**src/rtl/counter_ctrl.sv**
```systemverilog
// Four-digit BCD up/down counter with run/pause/clear control.
// A prescaler divides clk_core so the count advances once every TICK_DIV cycles while running.
module counter_ctrl #(
  parameter int unsigned TICK_DIV = 50000000
) (
  input  logic        clk_core,
  input  logic        rst_n,
  input  logic        btn_run,
  input  logic        btn_clr,
  input  logic        btn_dir,
  output logic [15:0] count_bcd,
  output logic        running,
  output logic        dir_up,
  output logic        wrap
);

  localparam int unsigned PW = $clog2(TICK_DIV);
  localparam logic [PW-1:0] PRE_MAX = PW'(TICK_DIV - 1);

  typedef enum logic [1:0] {
    IDLE,
    RUN,
    PAUSE
  } state_t;

  state_t        state_q, state_d;
  logic [PW-1:0] pre_q, pre_d;
  logic [15:0]   count_q, count_d;
  logic          dir_q, dir_d;
  logic          wrap_q, wrap_d;
  logic          running_q, running_d;
  logic          step;

  function automatic logic [15:0] bcd_inc(input logic [15:0] v);
    logic [15:0] r;
    logic        carry;
    r     = v;
    carry = 1'b1;
    for (int unsigned i = 0; i < 4; i++) begin
      if (carry) begin
        if (v[4*i +: 4] >= 4'd9) begin
          r[4*i +: 4] = 4'd0;
        end else begin
          r[4*i +: 4] = v[4*i +: 4] + 4'd1;
          carry       = 1'b0;
        end
      end
    end
    return r;
  endfunction

  function automatic logic [15:0] bcd_dec(input logic [15:0] v);
    logic [15:0] r;
    logic        borrow;
    r      = v;
    borrow = 1'b1;
    for (int unsigned i = 0; i < 4; i++) begin
      if (borrow) begin
        if (v[4*i +: 4] == 4'd0) begin
          r[4*i +: 4] = 4'd9;
        end else begin
          r[4*i +: 4] = v[4*i +: 4] - 4'd1;
          borrow      = 1'b0;
        end
      end
    end
    return r;
  endfunction

  always_ff @(posedge clk_core or negedge rst_n) begin
    if (!rst_n) begin
      state_q <= IDLE;
    end else begin
      state_q <= state_d;
    end
  end

  always_comb begin
    state_d = state_q;
    if (btn_clr) begin
      state_d = IDLE;
    end else if (btn_run) begin
      unique case (state_q)
        IDLE:    state_d = RUN;
        RUN:     state_d = PAUSE;
        PAUSE:   state_d = RUN;
        default: state_d = IDLE;
      endcase
    end
  end

  // Step uses the current direction; a coinciding btn_dir only affects later steps.
  always_comb begin
    step      = (state_q == RUN) && (pre_q == PRE_MAX);
    pre_d     = pre_q;
    count_d   = count_q;
    wrap_d    = 1'b0;
    dir_d     = dir_q ^ btn_dir;
    running_d = (state_d == RUN);
    if (btn_clr || state_q == IDLE) begin
      pre_d   = '0;
      count_d = '0;
    end else if (step) begin
      pre_d   = '0;
      count_d = dir_q ? bcd_inc(count_q) : bcd_dec(count_q);
      wrap_d  = dir_q ? (count_q == 16'h9999) : (count_q == 16'h0000);
    end else if (state_q == RUN) begin
      pre_d = pre_q + PW'(1);
    end
  end

  always_ff @(posedge clk_core or negedge rst_n) begin
    if (!rst_n) begin
      pre_q     <= '0;
      count_q   <= '0;
      dir_q     <= 1'b1;
      wrap_q    <= 1'b0;
      running_q <= 1'b0;
    end else begin
      pre_q     <= pre_d;
      count_q   <= count_d;
      dir_q     <= dir_d;
      wrap_q    <= wrap_d;
      running_q <= running_d;
    end
  end

  assign count_bcd = count_q;
  assign running   = running_q;
  assign dir_up    = dir_q;
  assign wrap      = wrap_q;

endmodule

```
**config.mk**
```make
export PLATFORM = sky130hd
export DESIGN_NAME = counter_ctrl
export DESIGN_NICKNAME = d
export VERILOG_FILES = /design/src/rtl/counter_ctrl.sv
export SDC_FILE = /design/constraint.sdc
export NUM_CORES = 1
export LEC_CHECK = 0
export CAP_MARGIN = 20
export CORE_UTILIZATION = 49
export CTS_BUF_LIST = sky130_fd_sc_hd__clkbuf_4
export DETAILED_ROUTE_END_ITERATION = 8
export HOLD_SLACK_MARGIN = 0.03
export PLACE_DENSITY = 0.69
export SKIP_CTS_REPAIR_TIMING = 1
export SLEW_MARGIN = 20
export SYNTH_ARGS = -nofsm -noshare
export SYNTH_HDL_FRONTEND = slang
export SYNTH_SLANG_ARGS = --single-unit
```
**constraint.sdc**
```tcl
create_clock -name clk_core -period 4.3 [get_ports clk_core]
set_clock_uncertainty 0.2 [all_clocks]
set_input_delay 0.86 -clock clk_core [delete_from_list [all_inputs] [get_ports clk_core]]
set_output_delay 0.86 -clock clk_core [all_outputs]
set_load 0.01 [all_outputs]
```
==> results.md <==
- Worst-Margin Slew: ~810 ps
- Worst-case hold slack: 296.9 ps
- Num CTS Buffers: 5
- GPL Wtd Cong: between 0.8 and 0.9
- Cell Pwr Density: approximately 320 nW/µm²
- Yosys top cell area share: 36.92%
- Fillers: ~590
- Most common cell after layout, fill and taps aside: nor2_1
- CP Launch Type: flop
- Syn Inst Count: approximately 350
- CTS max path bufs: 2
- Largest family of logic cells by synthesized area: simple AND/OR/NAND/NOR gates
- Die area: around 6700 µm²
- Post-layout min period: roughly 2900 ps
- Vias per std cell: roughly 6.0
- Most frequent cells in the layout: 47 x nor2_1, 46 x dfrtp_1, 27 x nand2_1
- Adder-cell share of the synthesized area: around 5.6%
- CTS Sinks: 47
- Setup repair after global routing missed its margin: false
- Fmax achieved: ~340 MHz
- Worst path max stage delay: just under 700 ps
- Final hold viol count: 0
- R2r setup slk: about 1400 ps
- CP Class: reg2reg
- Finish-stage setup viols: 0
- CP required: 4380 ps
- Port buffer count: 23
- Cell type with the largest total area after synthesis: dfrtp_1
- CTS tree: yes
- Arrival time worst endpoint: ~3000 ps
- Post-DP Area: between 3000 and 4000 µm²
- Number of global-route vias before repair: ~2,400
- Die X: ~82 µm
- Post-DP HPWL: slightly below 5 mm
- Tcrit/Tclk final: roughly two thirds
- Initial antenna violation count: 0
- Clk_lat worst skew: 360 ps
- CP Capture Type: flop
- CTS clk-pin slew, worst paths: roughly 140 ps
- Overall Power: between 1 and 1.5 mW
- NumNets Final: just under 400
- IO Pins: 24
- Number of synthesized flops with an enable pin: 0
- Layout area overhead: 10.35%
- DRT Wirelength: 6.888 mm
- Largest net degree at the start of global routing: 48
- Worst Hold Class: in2async
- Die Y-Extent: 81.77 µm
- Placed cell count: around 440
- Area occupied by multi-input gates: approximately 1800 µm²
- Max-slew headroom: 45.80%
- Global-route wire length before repair: roughly 11 mm
- Syn nets: 371
- Peak supply drop: 0.0001848 V
- Setup TNS: 0 ps
- Via count: about 2,700
- Yosys warns: 0
- Gr ovfl total: 0
- Max-cap viol count: 0
- Htree depth: 2
- Routed WL per cell: approximately 16 µm
- XOR/XNOR Fraction of Synth Area: under 10%
- Crit path cell chain: inv_1 > ha_1 > or4b_2 > o21ai_0 > o2111ai_2 > or3_1 > a31oi_1
- Number of routed nets with antenna violations: 0
- Seq/Total Area, Yosys: a little under two fifths
- Final Cell Area: about 3400 µm²
- Static Leak: roughly 1.3 nW
- Layout cells sized above 1: 7.588%
- Ys flop type: dfrtp_1
- FF+latch area: ~1200 µm²
- Final non-filler cell total: 444
- Initial Util: about half
- GR Util All Layers: 22.17%
- DRC viols: 0
- Core Area: 6026 µm²
- Slowest stage cell, crit path: or4b_2
- Synth Register Bits: 47
- Drt pass-1 iters: 4
- Post-Syn Area: 3118 µm²
- Ranking of synthesized cells by area: dfrtp_1 37%, nor2_1 5.7%, ha_1 5.6%, xnor2_1 3.9%, nand3_1 3.4%
- Async set or reset register ratio after synthesis: between 90% and 100%
- DRT iter0 DRCs: around 170
- CP max FO: 7
- Row count: 28
- Max-slew violation count: 0
- Simple-gate share of the synthesized area: ~28%
- Ant. Diodes: 0
- Yosys cell types: 62
- Synth Area in Compound Gates: between 10% and 20%
- Post-synthesis mux area share: under 10%
- CTS root buffer: clkbuf_4
- Status: finished clean
- Syn Area/Cell: between 8 and 9 µm²
## sequential cells by signal (all words and copies together), names as in the netlist
register and count:
dir_up 1, state_q 2, wrap 1, running 1, pre_q 26, count_bcd 16
## cells in the mapped netlist (all sizes together) (10+ instances only)
| cell | instances |
|---|---|
| ha | 14 |
| xor2 | 10 |
| xnor2 | 14 |
| clkbuf | 10 |
| o21ai | 13 |
| nand2 | 27 |
| nor2 | 47 |
| dfrtp | 46 |
| inv | 13 |
| nand3 | 21 |
| nor3 | 14 |
| a21oi | 19 |
## logic make-up after synthesis
kind of cell,after synthesis
multiplexers,3
AO/OA/AOI/OAI,73
AND/OR/NAND/NOR,164
adder cells (fa/ha/maj),14
buffers and inverters,27
XOR/XNOR,24
flip-flops,47
## worst max-delay path, delay by kind of cell (launching register included)
family,cells,cell delay (ps)
flops,1,460
buf+inv,1,130
compound gates,3,670
fa+ha+maj,1,290
simple gates,2,1100
## where the power goes
part | internal [mW] | total [mW] | switching, mW
Combinational | 0.110 | 0.245 | 0.135
Clock | 0.188 | 0.331 | 0.143
Sequential | 0.466 | 0.524 | 0.0578
Total | 0.764 | 1.10 | 0.336
## final cells by class
class | count | share of cell area, %
multi-input combinational | 278 | 51.96
sequential | 47 | 34.22
timing repair buffer | 23 | 6.618
tap | 75 | 2.727
clock inverter | 2 | 1.745
inverter | 13 | 1.418
clock buffer | 6 | 1.309
## path summary, 6_finish.rpt
path	cells past startpoint	from	endpoint
max	7	count_bcd[1]	count_bcd[8]
min	1	rst_n	pre_q[5]
max reg2reg	7	count_bcd[1]	count_bcd[8]
min reg2reg	2	pre_q[1]	pre_q[1]
max in group asynchronous	1	rst_n	pre_q[8]
min in group clk_core	2	pre_q[1]	pre_q[1]
## layer usage
metal	GRT usage (%)	share of wire [%]	vias to the layer above
li1	-	-	1308
met1	32.64	49	1304
met2	33.88	46	62
met3	3.333	4.4	4
met4	5.263	0.51	0
met5	0	0	-
## metrics by stage
step | setup slack (ps) | util, %
6_report | 1375 | 57.10
5_1_grt | 1211 | 57.10
4_1_cts | 1416 | 57.06
3_5_place_dp | 1280 | 55.32
3_3_place_gp | 1329 | 55.32
2_1_floorplan | 1702 | -
(Power assumes the default switching activity.)
